### config.mk
export PLATFORM = sky130hd
export DESIGN_NAME = boton_ajuste_ctrl
export DESIGN_NICKNAME = d
export VERILOG_FILES = /design/src/rtl/boton_ajuste_ctrl.sv
export SDC_FILE = /design/constraint.sdc
export NUM_CORES = 1
export LEC_CHECK = 0
export BUFFER_PORTS_ARGS = -buffer_cell sky130_fd_sc_hd__buf_2
export CAP_MARGIN = 20
export CORE_UTILIZATION = 34
export CTS_CLUSTER_SIZE = 30
export DETAILED_ROUTE_END_ITERATION = 6
export HOLD_SLACK_MARGIN = 0.03
export PLACE_DENSITY = 0.47
export SLEW_MARGIN = 0
export SYNTH_ARGS = -nofsm -noshare
export SYNTH_HDL_FRONTEND = slang
export SYNTH_SLANG_ARGS = --single-unit
### constraint.sdc
create_clock -name clk -period 2.65 [get_ports clk]
set_clock_uncertainty 0.05 [all_clocks]
set_input_delay 0.53 -clock clk [delete_from_list [all_inputs] [get_ports clk]]
set_output_delay 0.53 -clock clk [all_outputs]
set_load 0.03 [all_outputs]
### src/rtl/boton_ajuste_ctrl.sv
// rtl/boton_ajuste_ctrl.sv - sync/debounce of up/down adjust buttons into one-cycle step strobes
// Auto-repeat while held is built only when BOTON_AUTOREPEAT_EN is defined.
module boton_ajuste_ctrl #(
  parameter int CNT_W       = 26,
  parameter int DEB_CYCLES  = 1000000,
  parameter int HOLD_CYCLES = 50000000,
  parameter int REP_CYCLES  = 20000000
) (
  input  logic clk,
  input  logic rst,
  input  logic edit_en,
  input  logic btn_up,
  input  logic btn_down,
  output logic up,
  output logic down,
  output logic EN
);

  localparam longint CNT_LIM = longint'(1) << CNT_W;

  if (longint'(DEB_CYCLES) >= CNT_LIM) begin : g_deb_w
    $error("DEB_CYCLES does not fit in CNT_W bits");
  end
  if (longint'(HOLD_CYCLES) >= CNT_LIM) begin : g_hold_w
    $error("HOLD_CYCLES does not fit in CNT_W bits");
  end
  if (longint'(REP_CYCLES) >= CNT_LIM) begin : g_rep_w
    $error("REP_CYCLES does not fit in CNT_W bits");
  end

  localparam logic [CNT_W-1:0] DEB_LAST = CNT_W'(DEB_CYCLES - 1);

  typedef enum logic [1:0] {S_IDLE, S_WAIT_HOLD, S_REPEAT, S_LOCK} state_t;

  // Bit 0 is the up button, bit 1 the down button throughout.
  logic [1:0]            raw;
  logic [1:0]            sync1_q, sync1_d, sync2_q, sync2_d;
  logic [1:0]            deb_q, deb_d;
  logic [1:0][CNT_W-1:0] deb_cnt_q, deb_cnt_d;
  state_t                state_q, state_d;
  logic                  dir_q, dir_d;
  logic                  up_q, up_d, down_q, down_d, en_q, en_d;
  logic                  dir_btn, opp_btn, strobe;
`ifdef BOTON_AUTOREPEAT_EN
  localparam logic [CNT_W-1:0] HOLD_LAST = CNT_W'(HOLD_CYCLES - 1);
  localparam logic [CNT_W-1:0] REP_LAST  = CNT_W'(REP_CYCLES - 1);
  logic [CNT_W-1:0]      tmr_q, tmr_d, tmr_last;
`endif

  assign raw = {btn_down, btn_up};

  always_comb begin
    sync1_d = raw;
    sync2_d = sync1_q;
    deb_d   = deb_q;
    for (int i = 0; i < 2; i++) begin
      deb_cnt_d[i] = '0;
      if (sync2_q[i] != deb_q[i]) begin
        if (deb_cnt_q[i] == DEB_LAST) deb_d[i] = ~deb_q[i];
        else                          deb_cnt_d[i] = deb_cnt_q[i] + CNT_W'(1);
      end
    end
  end

  always_comb begin
    state_d = state_q;
    dir_d   = dir_q;
    strobe  = 1'b0;
    dir_btn = dir_q ? deb_q[1] : deb_q[0];
    opp_btn = dir_q ? deb_q[0] : deb_q[1];
`ifdef BOTON_AUTOREPEAT_EN
    tmr_d    = tmr_q;
    tmr_last = (state_q == S_WAIT_HOLD) ? HOLD_LAST : REP_LAST;
`endif
    if (!edit_en) begin
      state_d = S_IDLE;
    end else begin
      case (state_q)
        S_IDLE: begin
          if (deb_q[0] && deb_q[1]) begin
            state_d = S_LOCK;
          end else if (deb_q[0] || deb_q[1]) begin
            strobe  = 1'b1;
            dir_d   = deb_q[1];
            state_d = S_WAIT_HOLD;
          end
        end
        S_WAIT_HOLD, S_REPEAT: begin
          // Release and opposite press win over the timer in the same cycle.
          if (!dir_btn) begin
            state_d = S_IDLE;
          end else if (opp_btn) begin
            state_d = S_LOCK;
          end
`ifdef BOTON_AUTOREPEAT_EN
          else if (tmr_q == tmr_last) begin
            strobe  = 1'b1;
            tmr_d   = '0;
            state_d = S_REPEAT;
          end else begin
            tmr_d = tmr_q + CNT_W'(1);
          end
`endif
        end
        S_LOCK: begin
          if (!deb_q[0] && !deb_q[1]) state_d = S_IDLE;
        end
        default: state_d = S_IDLE;
      endcase
    end
`ifdef BOTON_AUTOREPEAT_EN
    if (state_d != state_q) tmr_d = '0;
`endif
    up_d   = strobe & ~dir_d;
    down_d = strobe &  dir_d;
    en_d   = strobe;
  end

  always_ff @(posedge clk or negedge rst) begin
    if (!rst) begin
      sync1_q   <= '0;
      sync2_q   <= '0;
      deb_q     <= '0;
      deb_cnt_q <= '0;
      state_q   <= S_IDLE;
      dir_q     <= 1'b0;
      up_q      <= 1'b0;
      down_q    <= 1'b0;
      en_q      <= 1'b0;
`ifdef BOTON_AUTOREPEAT_EN
      tmr_q     <= '0;
`endif
    end else begin
      sync1_q   <= sync1_d;
      sync2_q   <= sync2_d;
      deb_q     <= deb_d;
      deb_cnt_q <= deb_cnt_d;
      state_q   <= state_d;
      dir_q     <= dir_d;
      up_q      <= up_d;
      down_q    <= down_d;
      en_q      <= en_d;
`ifdef BOTON_AUTOREPEAT_EN
      tmr_q     <= tmr_d;
`endif
    end
  end

  assign up   = up_q;
  assign down = down_q;
  assign EN   = en_q;

endmodule

After elaboration in Yosys (flattened, before gate mapping) --
Cells that the tools add are included.
Cells by class: add/subtract/negate cells 2, equality and inequality tests 10, multiplexer cells 21, bitwise logic cells 5, reductions and logical operators 10
Operator list (count):
- 26-bit 2-to-1 mux | 4
- 26-bit by 1-bit adder with 26-bit output, second input constant | 2
- 26-bit by 20-bit equality test with 1-bit output, second input constant | 2
- 2-bit 2-to-1 mux | 6
- 1-bit 2-to-1 mux | 10
- 4-bit inequality test, second input constant | 2
- 2-bit one-hot mux with 3 select lines | 1
- 2-bit equality test, second input constant | 2
- 2-bit AND reduction | 2
- 3-bit inequality test, second input constant | 1
- 1-bit inverter | 3
- 3-bit AND reduction | 1
- 1-bit bitwise AND | 2
- 2-bit by 1-bit equality test with 1-bit output, second input constant | 1
- 1-bit logical AND | 2
- 1-bit logical NOT | 2
- 2-bit logical NOT | 1
- 1-bit inequality test | 2
- 2-bit OR reduction | 1
- 1-bit logical OR | 1
Word-level totals: register bits 64, input port bits 5, output and inout bits 3, word-level logic and storage cells 59

Longest topological paths before layout --
Gate-level depths: netlist of run 1.
depth in word-level cells 7, mapped depth 6, mapped depth without buffers 6

Worst setup path before layout of run 1 --
No wires, ideal clock.
path type reg2reg, from reg deb_cnt_q[0] (netlist name), to reg deb_cnt_q[2] (netlist name), setup time 122 ps, arrival time 1818 ps, required time 2478 ps, path slack 660 ps, cell stages (with the launch flop) 7, clock period less this slack 1990 ps, cell sequence dfrtp_1 ha_1 nor4b_1 nand3_1 o41ai_2 buf_2 nor2_1
RTL lines:
- start: declaration | line 39 | logic [1:0][CNT_W-1:0] deb_cnt_q, deb_cnt_d;
- start signal: assignment | line 137 | deb_cnt_q <= deb_cnt_d;

==> reports/qor.yml, run 1 <==
run_status:
  status: "finished, final reports clean"
worst_setup_path:
  critical_path_peak_fanout: 8
  worstSetupEndpointType: "flip-flop"
  startpoint_type: "flip-flop"
  critical_path_class: "flip-flop to flip-flop"
  worstPathRequired_ps: 2870
  arrival_ps: 2290
drt:
  drc_errors: 0
  drtAntennaViolNets: 0
  routed_wl_um: 6810
  post_drt_wl_per_cell_um: 13.9
  drtIter0Drc: 116
  vias_per_cell: 5.27
  first_pass_iters: 5
  vias: 2578
floorplanning:
  rows: 35
  core_area_um2: 9370
  fp.dieW_um: 101
  pin_count: 8
  die_area_um2: 10200
  start_util_pct: 35.7
  chipHeight_um: 101
finish:
  stdcell_count: 489
  num-nets-final: 369
  drive_above_1_share_pct: 11.1
  synthToLayoutAreaGrowth_pct: 12.1
  diodes: 0
global_route:
  antenna_found_initial: 0
  gr-total-overflow: 0
  track_usage_pct: 14.9
  grt_pass1_vias: 2374
  grt_pass1_wl_um: 11700
  grt_max_degree: 45
clocking:
  cts_sinks: 64
  worstSkewPairLatency_ps: 340
  cts_tree: "built"
  postCtsHoldBufs: 0
  cts_max_path_buffers: 2
  cts_resized: 0
  htree_num_levels: 3
  cts_made_buffers: 9
  path_clk_slew_ps: 70
  root_buffer: "clkbuf_8"
  cts_setup_buffers: 0
pwr:
  finalPower_mw: 2.05
  p_leak_nw: 1.49
  p_per_area_nw_per_um2: 547
  peakVddDrop_mv: 0.269
sta:
  layout_min_cycle_time_ps: 2070
  tightest_slew_ps: 504
  finalSetupViolCount: 0
  timing.setup.tns_ps: 0
  hold_violations: 0
  fmax_mhz: 483
  period_share_pct: 78.2
  rsz0062_at_grt: "no"
  slew_headroom_pct: 66.4
  drv_slew: 0
logic_synthesis:
  ys_ff_latch: 64
  synthFlopType: "dfrtp_1"
  yosys.cell_count.top_type: "dfrtp_1"
  synth_top_area_cell: "dfrtp_1"
  netlist_instances: 342
  synth_edf_count: 0
  syn_nets: 356
  yosysWarnings: 0
  avgSynthCellArea_um2: 9.78
  ys_types: 40
  synthTopCellsByArea: "dfrtp_1, nand4_1, a21oi_1"
  synth_area_um2: 3340
  synthArstFlopShare_pct: 100
  synth.top_cell.area_share_pct: 47.9
  ys_seq_area_share_pct: 47.9
  yosys-top-cells-count: "dfrtp_1, nor2_1, a21oi_1, nand4_1"
placed_design:
  placedCellCount: 473
  place.gp.congestion: 0.760
  io_buffers: 7
  hpwlAfterDp_um: 4660
flow_run:
  max_cap_viol_count: 0
hold_path:
  hold_class: "input port to async pin"
final cells by class:
cell class	instances	area, um^2
repair buffers	11	77.6
well taps	129	161
inverters	18	67.6
fillers	964	5620
clock buffers	14	193
flip-flops and latches	64	1600
clock inverters	2	10.0
multi-input cells	251	1640
cells in the final DEF (no fill, tap or decap), types with 2 or more instances in the layout:
master	n
nand4_1	22
a31o_2	2
clkinv_2	2
and3_1	5
buf_2	7
buf_4	3
dfrtp_1	64
nand3_1	15
nor3b_1	2
and2_1	5
or4_1	15
mux2_2	3
nor2_1	28
nor4b_1	3
inv_1	18
or4_4	2
ha_1	9
o21a_1	2
o31ai_1	12
nand2_1	18
nor4_1	9
and4_1	4
xor2_1	13
nor3_1	6
or3_1	12
a21oi_1	26
clkbuf_8	14
xnor2_1	12
o21ai_0	14
nand3_2	2
metal layers:
| metal | vias up | global-route usage, % | wire (um) |
|---|---|---|---|
| met3 | 10 | 3.86 | 196 |
| met1 | 1243 | 20.8 | 3530 |
| met5 | - | 0 | 0 |
| li1 | 1294 | - | - |
| met2 | 31 | 21.9 | 2990 |
| met4 | 0 | 6.02 | 98 |
flip-flops by register name, indices dropped and copies added (netlist names):
signal / cells
down: 1
deb_cnt_q: 52
up: 1
sync1_q: 2
state_q: 2
deb_q: 2
EN: 1
dir_q: 1
sync2_q: 2
worst paths after layout:
path	slack [ps]	cells past startpoint	startpoint	to
worst max-delay path	580	4	deb_cnt_q[13]$_DFF_PN0_	deb_cnt_q[23]$_DFF_PN0_
worst min-delay path	100	1	rst	down$_DFF_PN0_
worst max register to register	580	4	deb_cnt_q[13]$_DFF_PN0_	deb_cnt_q[23]$_DFF_PN0_
worst min register to register	300	0	sync1_q[0]$_DFF_PN0_	sync2_q[0]$_DFF_PN0_
max in group asynchronous	1840	2	rst	deb_cnt_q[2]$_DFF_PN0_
min in group clk	240	1	btn_down	sync1_q[1]$_DFF_PN0_
worst max-delay path, cell delays in order (launching register included):
cell and delay, ps:
dfrtp_1 480, nand3_2 140, or4_1 670, or4_4 530, a21oi_2 140
cell families (layout without fill, tap and decap cells):
family                   count (synthesis)  after routing  share of synthesized area, %
AND/OR/NAND/NOR                        152            152                          26.1
XOR/XNOR                                25             25                          6.55
flip-flops                              64             64                          47.9
multiplexers                             4              4                          1.31
AO/OA/AOI/OAI                           61             61                          11.3
adder cells (fa/ha/maj)                  9              9                          3.37
buffers and inverters                   27             45                          3.48
report_power, final:
part | total (mW) | switching, mW | internal, mW
Clock | 0.830 | 0.366 | 0.465
Sequential | 1.02 | 0.0211 | 1.00
Combinational | 0.197 | 0.119 | 0.0782
through the flow:
step	setup slack, ps	utilization [%]	instance area, um^2	hold WS (ps)
after global placement	606	37.8	3540	285
after CTS	577	40.0	3750	105
after floorplan	660	-	3340	184
after global routing	453	40.0	3750	121
final	578	40.0	3750	97.4
after detailed placement	597	37.8	3540	287
(Power assumes the default switching activity.)
==> run 2: changes to the inputs <==
Clock period 2.65 ns to 2.1 ns, I/O delays scaled along.
==> run 2 against run 1 <==
Die area stayed put; sequential power grew 26%; flip-flop and latch count did not move; critical path depth up 1; sequential share of layout area shrank 1.3 points; worst hold slack worse by 65 ps; core utilization up 1.3 points; register-to-register slack got worse by 460 ps; critical endpoint is now deb_q[0]$_DFFE_PN0P_; routed wire length up 5.1%; largest power group unchanged; worst setup slack worse by 460 ps.
==> reports/qor.yml, run 2 (synthesis gave the netlist of run 1 again) <==
pwr:
  switching_share_pct: 25.7
  peakVddDrop_mv: 0.293
  p_int_mw: 1.95
  p_leak_nw: 1.55
  p_per_area_nw_per_um2: 678
  seq_power_share_pct: 49.3
  combPwrFrac_pct: 9.8
  clockPowerShare_pct: 40.9
  switchingPower_mw: 0.673
sta:
  fmax_mhz: 504
  rsz0062_at_grt: "no"
  period_share_pct: 94.4
  timing.setup.tns_ps: 0
  slew_headroom_pct: 69.4
  layout_min_cycle_time_ps: 1980
  drv_slew: 0
  finalSetupViolCount: 0
  hold_violations: 0
  tightest_slew_ps: 453
floorplanning:
  core_area_um2: 9370
  pin_count: 8
  chipHeight_um: 101
  start_util_pct: 35.7
  die_area_um2: 10200
  fp.dieW_um: 101
  rows: 35
drt:
  first_pass_iters: 4
  vias: 2667
  drtIter0Drc: 92
  drtAntennaViolNets: 0
  post_drt_wl_per_cell_um: 14.3
  vias_per_cell: 5.32
  routed_wl_um: 7160
  drc_errors: 0
worst_setup_path:
  max_stage_delay_ps: 390
  worstPathCellList: "buf_4 -> nor4b_1 -> nand3_2 -> nor4_2 -> mux2_2"
  startpoint_type: "flip-flop"
  arrival_ps: 2160
  critical_path_peak_fanout: 5
  worstPathRequired_ps: 2280
  cp_slowest_cell: "nor4b_1"
  worstSetupEndpointType: "flip-flop"
  critical_path_class: "flip-flop to flip-flop"
clocking:
  cts_max_path_buffers: 2
  cts_setup_buffers: 0
  path_clk_slew_ps: 80
  root_buffer: "clkbuf_8"
  cts_tree: "built"
  worstSkewPairLatency_ps: 330
  cts_resized: 0
  htree_num_levels: 3
  cts_made_buffers: 9
  cts_sinks: 64
  postCtsHoldBufs: 0
hold_path:
  hold_class: "input port to async pin"
finish:
  fillers: 973
  largest_register: "deb_cnt_q"
  drive_above_1_share_pct: 15.3
  diodes: 0
  stdcell_count: 501
  num-nets-final: 381
  most-common-layout-cells: "dfrtp_1, nor2_1, a21oi_1"
  largest_register_ffs: 52
  synthToLayoutAreaGrowth_pct: 15.6
  multi_input_area_um2: 1660
  final_common_cell: "dfrtp_1"
  seq_area_um2: 1600
global_route:
  grt_pass1_vias: 2706
  grt_max_degree: 65
  grt_pass1_wl_um: 12600
  gr-total-overflow: 0
  track_usage_pct: 15.8
  antenna_found_initial: 0
placed_design:
  place.gp.congestion: 0.742
  hpwlAfterDp_um: 4940
  placedCellCount: 485
  io_buffers: 7
flow_run:
  max_cap_viol_count: 0
run_status:
  status: "finished, final reports clean"
==> run 2: changes by cell type in the layout (fill, tap and decap cells not counted), sizes merged <==
cell      delta
clkinvlp     +1
buf         +12
clkbuf       -3
bufinv       +1
clkinv       +1
==> run 2: area by class of cell <==
class                   count  share of cell area (%)
multi-input cells         251                    43.0
clock inverters             5                    1.46
clock buffers              11                    3.66
repair buffers             23                    4.53
flip-flops and latches     64                    41.5
well taps                 129                    4.18
inverters                  18                    1.75
==> run 2: critical path: cells and delay by family, from the launching register on <==
kind / cells / cell delay (ps)
muxes: 1 / 370
and+or+nand+nor: 3 / 930
DFF: 1 / 370
buffers and inverters: 1 / 150
==> run 2: per-stage QoR <==
stage | power (mW) | cell area (um^2) | util [%] | hold slack, ps | setup WS (ps)
after floorplan | 1.49 | 3340 | - | 74.4 | 110
after global placement | 1.57 | 3630 | 38.8 | 289 | 19.5
after detailed placement | 1.57 | 3630 | 38.8 | 290 | 17.7
after CTS | 2.65 | 3830 | 40.9 | 44.0 | 2.48
after global routing | 2.75 | 3860 | 41.2 | 66.0 | 21.9
final | 2.62 | 3860 | 41.2 | 32.8 | 118
==> run 2: layer usage <==
metal / vias up / share of wire (%) / track usage (%)
met5: - / 0 / 0
met4: 0 / 1.3 / 6.69
met3: 7 / 2.0 / 3.17
met2: 23 / 44 / 23.6
met1: 1323 / 53 / 22.3
li1: 1314 / - / -
==> run 2: power groups by stage <==
stage	clock network, mW	registers, mW	logic [mW]
after global routing	1.16	1.30	0.300
after floorplan	0	1.31	0.178
final	1.07	1.29	0.256
after detailed placement	0	1.31	0.258
after CTS	1.11	1.29	0.259
after global placement	0	1.31	0.255
==> run 2: worst paths after layout <==
check / from / to / slack, ps / depth (start not counted)
worst max-delay path: deb_cnt_q[14]$_DFF_PN0_ / deb_q[0]$_DFFE_PN0P_ / 120 / 5
max in group asynchronous: rst / deb_cnt_q[0]$_DFF_PN0_ / 1660 / 2
worst min-delay path: rst / up$_DFF_PN0_ / 30 / 2
min in group clk: btn_down / sync1_q[1]$_DFF_PN0_ / 140 / 1
worst min register to register: sync1_q[1]$_DFF_PN0_ / sync2_q[1]$_DFF_PN0_ / 300 / 0
worst max register to register: deb_cnt_q[14]$_DFF_PN0_ / deb_q[0]$_DFFE_PN0P_ / 120 / 5
